--- src/rtl/fetch_pkg.sv ---
// fetch_pkg: constants shared by the instruction-fetch stage and decode.
//   INSTR_BYTES      - byte stride between sequential instructions
//   NOP_WORD         - word placed in the IR when a fetch is flushed
//   RESET_PC_DEFAULT - default PC value loaded on reset
//   OP_J, OP_BNE     - opcode field values decode shares with this stage
package fetch_pkg;

    localparam logic [31:0] INSTR_BYTES      = 32'd4;
    localparam logic [31:0] NOP_WORD         = 32'h0000_0000;
    localparam logic [31:0] RESET_PC_DEFAULT = 32'h0000_0000;

    localparam logic [5:0]  OP_J             = 6'b000010;
    localparam logic [5:0]  OP_BNE           = 6'b000101;

endpackage

--- src/rtl/next_pc_logic.sv ---
// next_pc_logic: combinational next-PC selection for the fetch stage.
//   i_pc           - current PC
//   i_branch_taken - redirect to branch target
//   i_branch_base  - PC+4 of the branch (also supplies jump region bits)
//   i_branch_off   - raw 16-bit branch immediate
//   i_jump         - redirect to jump target (wins over branch)
//   i_jump_target  - raw 26-bit jump field
//   o_pc_plus4     - sequential successor of i_pc (wraps mod 2^32)
//   o_redirect     - a jump or taken branch is present
//   o_next_pc      - jump target, else branch target, else PC+4
module next_pc_logic
    import fetch_pkg::*;
(
    input  logic [31:0] i_pc,
    input  logic        i_branch_taken,
    input  logic [31:0] i_branch_base,
    input  logic [15:0] i_branch_off,
    input  logic        i_jump,
    input  logic [25:0] i_jump_target,
    output logic [31:0] o_pc_plus4,
    output logic        o_redirect,
    output logic [31:0] o_next_pc
);

    logic [31:0] w_branch_tgt;
    logic [31:0] w_jump_tgt;

    assign o_pc_plus4   = i_pc + INSTR_BYTES;
    // Sign-extended word offset; low PC bits are never forced, so a
    // misaligned base produces a misaligned target.
    assign w_branch_tgt = i_branch_base + {{14{i_branch_off[15]}}, i_branch_off, 2'b00};
    assign w_jump_tgt   = {i_branch_base[31:28], i_jump_target, 2'b00};
    assign o_redirect   = i_jump | i_branch_taken;

    always_comb begin
        o_next_pc = o_pc_plus4;
        if (i_jump) begin
            o_next_pc = w_jump_tgt;
        end else if (i_branch_taken) begin
            o_next_pc = w_branch_tgt;
        end
    end

endmodule

--- src/rtl/fetch_unit.sv ---
// fetch_unit: instruction-fetch stage. Holds the PC, drives it straight to
// the combinational instruction memory, registers the returned word into
// an IF/ID register and offers it to decode with a valid/ready handshake.
// Jumps and taken branches redirect the PC and flush the output register.
//   clk, reset     - clock, asynchronous active-high reset
//   readAddress    - PC register, byte address to instruction memory
//   instruction    - word returned for readAddress in the same cycle
//   instrOut       - registered instruction for decode
//   pcPlus4Out     - registered PC+4 of instrOut
//   outValid       - instrOut/pcPlus4Out hold a live instruction
//   outReady       - decode accepts the current output this cycle
//   branchTaken, branchBase, branchOffset - branch redirect request
//   jump, jumpTarget                      - jump redirect request
module fetch_unit
    import fetch_pkg::*;
#(
    parameter logic [31:0] RESET_PC = RESET_PC_DEFAULT
) (
    input  logic        clk,
    input  logic        reset,
    output logic [31:0] readAddress,
    input  logic [31:0] instruction,
    output logic [31:0] instrOut,
    output logic [31:0] pcPlus4Out,
    output logic        outValid,
    input  logic        outReady,
    input  logic        branchTaken,
    input  logic [31:0] branchBase,
    input  logic [15:0] branchOffset,
    input  logic        jump,
    input  logic [25:0] jumpTarget
);

    logic [31:0] r_pc;
    logic [31:0] r_instr;
    logic [31:0] r_pc_plus4;
    logic        r_valid;

    logic [31:0] w_pc_plus4;
    logic [31:0] w_next_pc;
    logic        w_redirect;
    logic        w_load;

    next_pc_logic u_next_pc (
        .i_pc           (r_pc),
        .i_branch_taken (branchTaken),
        .i_branch_base  (branchBase),
        .i_branch_off   (branchOffset),
        .i_jump         (jump),
        .i_jump_target  (jumpTarget),
        .o_pc_plus4     (w_pc_plus4),
        .o_redirect     (w_redirect),
        .o_next_pc      (w_next_pc)
    );

    // Output register is free when empty or being drained this cycle.
    assign w_load = !r_valid || outReady;

    always_ff @(posedge clk or posedge reset) begin
        if (reset) begin
            r_pc       <= RESET_PC;
            r_instr    <= NOP_WORD;
            r_pc_plus4 <= 32'h0;
            r_valid    <= 1'b0;
        end else if (w_redirect) begin
            // Word fetched this cycle is wrong-path; held output is dropped
            // regardless of outReady.
            r_pc    <= w_next_pc;
            r_instr <= NOP_WORD;
            r_valid <= 1'b0;
        end else if (w_load) begin
            r_pc       <= w_next_pc;
            r_instr    <= instruction;
            r_pc_plus4 <= w_pc_plus4;
            r_valid    <= 1'b1;
        end
    end

    assign readAddress = r_pc;
    assign instrOut    = r_instr;
    assign pcPlus4Out  = r_pc_plus4;
    assign outValid    = r_valid;

endmodule

--- config.mk ---
export PLATFORM = sky130hd
export DESIGN_NAME = fetch_unit
export DESIGN_NICKNAME = d
export VERILOG_FILES = /design/src/rtl/fetch_pkg.sv /design/src/rtl/next_pc_logic.sv /design/src/rtl/fetch_unit.sv
export SDC_FILE = /design/constraint.sdc
export NUM_CORES = 1
export LEC_CHECK = 0
export ABC_AREA = 1
export BUFFER_PORTS_ARGS = -buffer_cell sky130_fd_sc_hd__buf_2
export CAP_MARGIN = 5
export CORE_MARGIN = 1.5
export CORE_UTILIZATION = 59
export CTS_BUF_LIST = sky130_fd_sc_hd__clkbuf_2
export CTS_CLUSTER_SIZE = 40
export DETAILED_ROUTE_END_ITERATION = 12
export PLACE_DENSITY = 0.95
export SYNTH_ARGS = -nofsm -noshare
export SYNTH_HDL_FRONTEND = slang
export SYNTH_HIERARCHICAL = 1
export SYNTH_SLANG_ARGS = --single-unit
--- constraint.sdc ---
create_clock -name clk -period 4.3 [get_ports clk]
set_input_delay 0.43 -clock clk [delete_from_list [all_inputs] [get_ports clk]]
set_output_delay 0.43 -clock clk [all_outputs]
set_load 0.05 [all_outputs]
# Word-level counts from Yosys, hierarchy flattened
# Cells that the tools add are included.
# word_totals
reg_bits	97
latch_bits	0
ram_bits	0
mem_bits_ro	0
in_bits	111
out_inout_bits	97
elab_cells	20
n_memories	0
# classes
n_addsub	2
n_mul	0
div_mod_pow	0
magnitude_cmp	0
eq_ne	0
n_shift	0
n_mux	8
bitwise_logic	2
reduce_logical	4
# op_table
op	count
2-to-1 mux 32 bit	6
adder 32 x 3 -> 32 bit (second input constant)	1
adder 32 bit	1
2-to-1 mux 1 bit	2
AND reduction 2 bit	1
nonzero test 2 bit	1
zero test 1 bit	1
logical OR 1 bit	1
NOT 1 bit	1
OR 1 bit	1

# Longest topological paths before layout
# depth
ltp_word	5
ltp_mapped	14
mapped_depth_nobuf	14

# Cells and area by module
# Netlist, hierarchy kept.
# modules_own_cells
module	instances	cells_per_inst	area_each_um2	seq_area_each_um2
fetch_unit	1	432	3988.8	2427.3
next_pc_logic	1	696	3440.8	0.0

# Least setup slack after synthesis
# Ideal clock, no wire load.
# synth_timing
kind	reg2reg
startpoint	reg r_pc[2] (netlist: readAddress[2])
endpoint	reg r_pc[24] (netlist: readAddress[24])
setup_ns	0.119
arrival_time_ns	1.947
t_required_ns	4.181
slack_ns	2.234
stages_incl_launch_ff	13
path_buffers	0
period_less_slack_ns	2.066
path_cell_list	dfrtp_1 > ha_1 > inv_1 > nor3_4 > nand2_2 > nor2_4 > nand3_1 > nand2_1 > nand2_2 > a21boi_1 > nand2_1 > nand2_1 > nand2_1
# synth_via
elab_chain_len	5
# synth_lines
element	line_no	rtl
start, declared	fetch_unit.sv:34	logic [31:0] r_pc;
start signal, assigned	fetch_unit.sv:68	r_pc <= w_next_pc;
start signal, assigned	fetch_unit.sv:72	r_pc <= w_next_pc;
adder 32 x 3 -> 32 bit *	next_pc_logic.sv:28	assign o_pc_plus4 = i_pc + INSTR_BYTES;
via w_pc_plus4[24]	fetch_unit.sv:39	logic [31:0] w_pc_plus4;
2-to-1 mux 32 bit *	next_pc_logic.sv:39	end else if (i_branch_taken) begin
2-to-1 mux 32 bit *	next_pc_logic.sv:37	if (i_jump) begin
via w_next_pc[24]	fetch_unit.sv:40	logic [31:0] w_next_pc;
2-to-1 mux 32 bit	fetch_unit.sv:71	end else if (w_load) begin
2-to-1 mux 32 bit *	fetch_unit.sv:65	end else if (w_redirect) begin
# Mark *: on every way through the listed nets, which the timed path passes. The rest lies on a longest branch. The select of a mux whose other input is x is not followed.
# A chain may end at the register's enable or synchronous reset.

# Worst setup path in the final report
# layout_timing
startpoint	reg r_valid (netlist: outValid)
endpoint	out outValid
# layout_rtl
element	line_no	rtl
start, declared	fetch_unit.sv:37	logic r_valid;
start signal, assigned	fetch_unit.sv:64	r_valid <= 1'b0;
start signal, assigned	fetch_unit.sv:70	r_valid <= 1'b0;
start signal, assigned	fetch_unit.sv:75	r_valid <= 1'b1;
end, declared	fetch_unit.sv:25	output logic outValid,
# No word-level cell between the ends.

==> flow_summary_export.csv <==
group,metric,value,unit
status,status,"finished clean",
routing,post-route-drc-count,0,
cts,htreeDepth,3,
timing,worstMarginPinSlew,1.10,ns
cts,numCtsBuffers,9,
setup_path,critPathMaxFanout,36,
synthesis,ys.flop_type,"dfrtp_1",
timing,period_minus_slack,2.61,ns
setup_path,r2r_cells,5,
cts,cts_tree,"yes",
synthesis,ys_ff_latch,97,
die,pin_count,208,
place,gp_congestion,0.999,
synthesis,avgSynthCellArea,6.59,µm²
setup_path,startpoint_type,"flip-flop",
cts,cts_setup_buffers,0,
setup_path,rr_startpoint,"outValid",
power_and_ir_drop,pwr_density_cell,316,nW/µm²
place,pre_cts_ws,1.80,ns
routing,wire_per_inst,15.7,µm
hold_path,hold_start,"instruction[28]",
synthesis,synth_top_cell_by_area,"dfrtp_1",
timing,slew-limit-headroom,26.4,%
finish,seqCellArea,2430,µm²
die,die_area,13300,µm²
synthesis,synth_edf_count,0,
timing,rsz0062_at_grt,"no",
power_and_ir_drop,irDropWorstVdd,0.165,mV
setup_path,critPathKind,"flip-flop to primary output",
hold_path,holdPathStages,3,
synthesis,syn_inst,1128,
finish,nNetsFinal,1446,
setup_path,critPathMaxStageDelay,0.81,ns
grt,grt_pass1_wl,36600,µm
synthesis,netlist_top_cells_count,"439 x nand2_1, 128 x nand3_1, 108 x inv_1",
cts,cts_sinks,97,
routing,num_vias,8519,
die,fp.dieW,115,µm
routing,wirelength,23200,µm
place,hpwl,17600,µm
timing,holdWs,0.0306,ns
hold_path,hp-class,"primary input to flip-flop",
grt,grt_start_max_net_pins,70,
routing,antenna_left,0,
power_and_ir_drop,total_leakage_power,5.01,nW
run,maxCapViolCount,0,
timing,finalSetupViolCount,0,
finish,multiInputGateArea,4340,µm²
cts,clock_path_buffers,2,
setup_path,r2r-end,"pcPlus4Out[10]",
timing,fin_crit_sh,60.7,%
finish,syn_to_final_growth,15.6,%
setup_path,worstPathCellList,"buf_4 -> buf_2",
cts,cts-root-buf,"clkbuf_2",
timing,skew,0.0436,ns
synthesis,synth_top_area_share,32.7,%
setup_path,worstPathRequired,3.87,ns
synthesis,synth.area.top_cells,"dfrtp_1 33%, nand2_1 22%, nand3_1 8.6%",
cts,clkLatencyLatePin,0.59,ns
die,coreArea,12200,µm²
grt,antenna_found_initial,0,
synthesis,synth_most_common_cell,"nand2_1",
timing,slew_violations,0,
synthesis,ys_warn_count,6,
synthesis,synthArstFlopShare,100,%
die,initial_core_util,61.1,%
routing,firstDrtPassIters,6,
grt,first_global_vias,7663,
setup_path,crit_path_end_kind,"primary output",
timing,finalHoldViolCount,0,
finish,n_fill_cell,1063,
synthesis,synth_nets,1270,
die,die_h,115,µm
synthesis,synth_cell_types,36,
hold_path,holdPathEnd,"instrOut[28]",
grt,gr-total-overflow,0,
timing,setup-tns-final,0,ns
routing,vias_per_cell,5.77,
cts,path_clk_slew,0.30,ns
finish,diodes,0,
grt,grt_usage,34.8,%
power_and_ir_drop,p_total,2.72,mW
die,rows,40,
timing,fin_ws,1.69,ns
timing,fmax,383,MHz
setup_path,slowest_stage,"dfrtp_2",
synthesis,ys_seq_area_share,32.7,%
finish,drive_gt1_share,19.6,%
finish,fin_cells,1477,
synthesis,syn_area,7430,µm²
place,io_buffers,207,
place,placed_cells,1460,
setup_path,r2r_slack,1.81,ns
setup_path,cp_data_arrival_time,2.18,ns
routing,dr.first_iter.drc_count,1144,
==> critical path: cells and delay by family (launching register included) <==
family                 cells  cell delay, ns
DFF                        1            0.81
buffers and inverters      2            0.80
==> registers in the layout (all words and copies together) (netlist names) <==
| signal | count |
|---|---|
| instrOut | 32 |
| outValid | 1 |
| pcPlus4Out | 32 |
| readAddress | 32 |
==> metrics by stage <==
stage                     utilization [%]  instance area, µm²
after floorplan                         -                7430
after global placement               69.7                8480
after detailed placement             69.7                8480
after CTS                            70.6                8590
after global routing                 70.6                8590
final                                70.6                8590
==> cell type report <==
type                    count  area share [%]
well taps                 168            2.45
clock buffers               9           0.524
clock inverters             7           0.626
inverters                 108            4.76
repair buffers            216            12.9
flip-flops and latches     97            28.3
multi-input cells         872            50.5
==> power by group <==
| part | internal, mW | switching [mW] | total (mW) |
|---|---|---|---|
| clock network | 0.0833 | 0.326 | 0.409 |
| logic | 0.306 | 0.873 | 1.18 |
| registers | 1.02 | 0.112 | 1.13 |
| total | 1.41 | 1.31 | 2.72 |
==> routing by layer <==
layer | vias to the layer above | GRT usage, % | share of wire, %
met5 | - | 0 | 0
met4 | 0 | 14.5 | 4.4
met3 | 101 | 6.69 | 10
met2 | 543 | 55.1 | 45
met1 | 3840 | 47.0 | 41
li1 | 4035 | - | -
==> worst max path at each step <==
stage | start | end | cells after the start
6_report | outValid | outValid | 2
5_1_grt | outValid | outValid | 2
4_1_cts | outValid | outValid | 2
3_5_place_dp | jump | pcPlus4Out[1] | 7
3_3_place_gp | jump | readAddress[6] | 9
2_1_floorplan | reset | instrOut[0] | 1
==> cell families after synthesis <==
family	count (synthesis)	synth area share (%)
buffers and inverters	159	8.99
DFF	97	32.7
AOI/OAI and AO/OA	68	5.49
and+or+nand+nor	748	44.3
adders and majority gates	31	5.32
xor gates and xnor gates	25	3.25
==> placed cells by master, fill, tap and decap left out, types with 2 or more instances in the layout <==
cell / synthesis / routed
nand2_1: 439 / 438
buf_2: 36 / 207
nand3_1: 128 / 128
inv_1: 108 / 105
dfrtp_1: 97 / 96
nand4_1: 71 / 71
nor2_1: 66 / 66
ha_1: 30 / 30
a21oi_1: 28 / 28
xor2_1: 15 / 15
o21ai_0: 13 / 13
nor3_1: 12 / 12
nand3b_1: 11 / 11
clkbuf_2: 0 / 9
buf_4: 6 / 8
a22oi_1: 8 / 8
nand2_2: 6 / 7
xnor2_1: 7 / 7
o211ai_1: 5 / 5
nor2_2: 4 / 4
o21bai_1: 4 / 4
a21boi_1: 4 / 4
nor3_2: 3 / 3
xnor2_2: 3 / 3
clkinv_2: 0 / 2
inv_6: 0 / 2
nand3_2: 2 / 2
or2_2: 2 / 2
a21boi_0: 2 / 2
a22o_1: 2 / 2
==> timing repair <==
item,4_1_cts,5_1_grt
hold buffers,1,0
hold endpoints to repair,58,0
gates resized for setup,0,0
(Power assumes the default switching activity.)
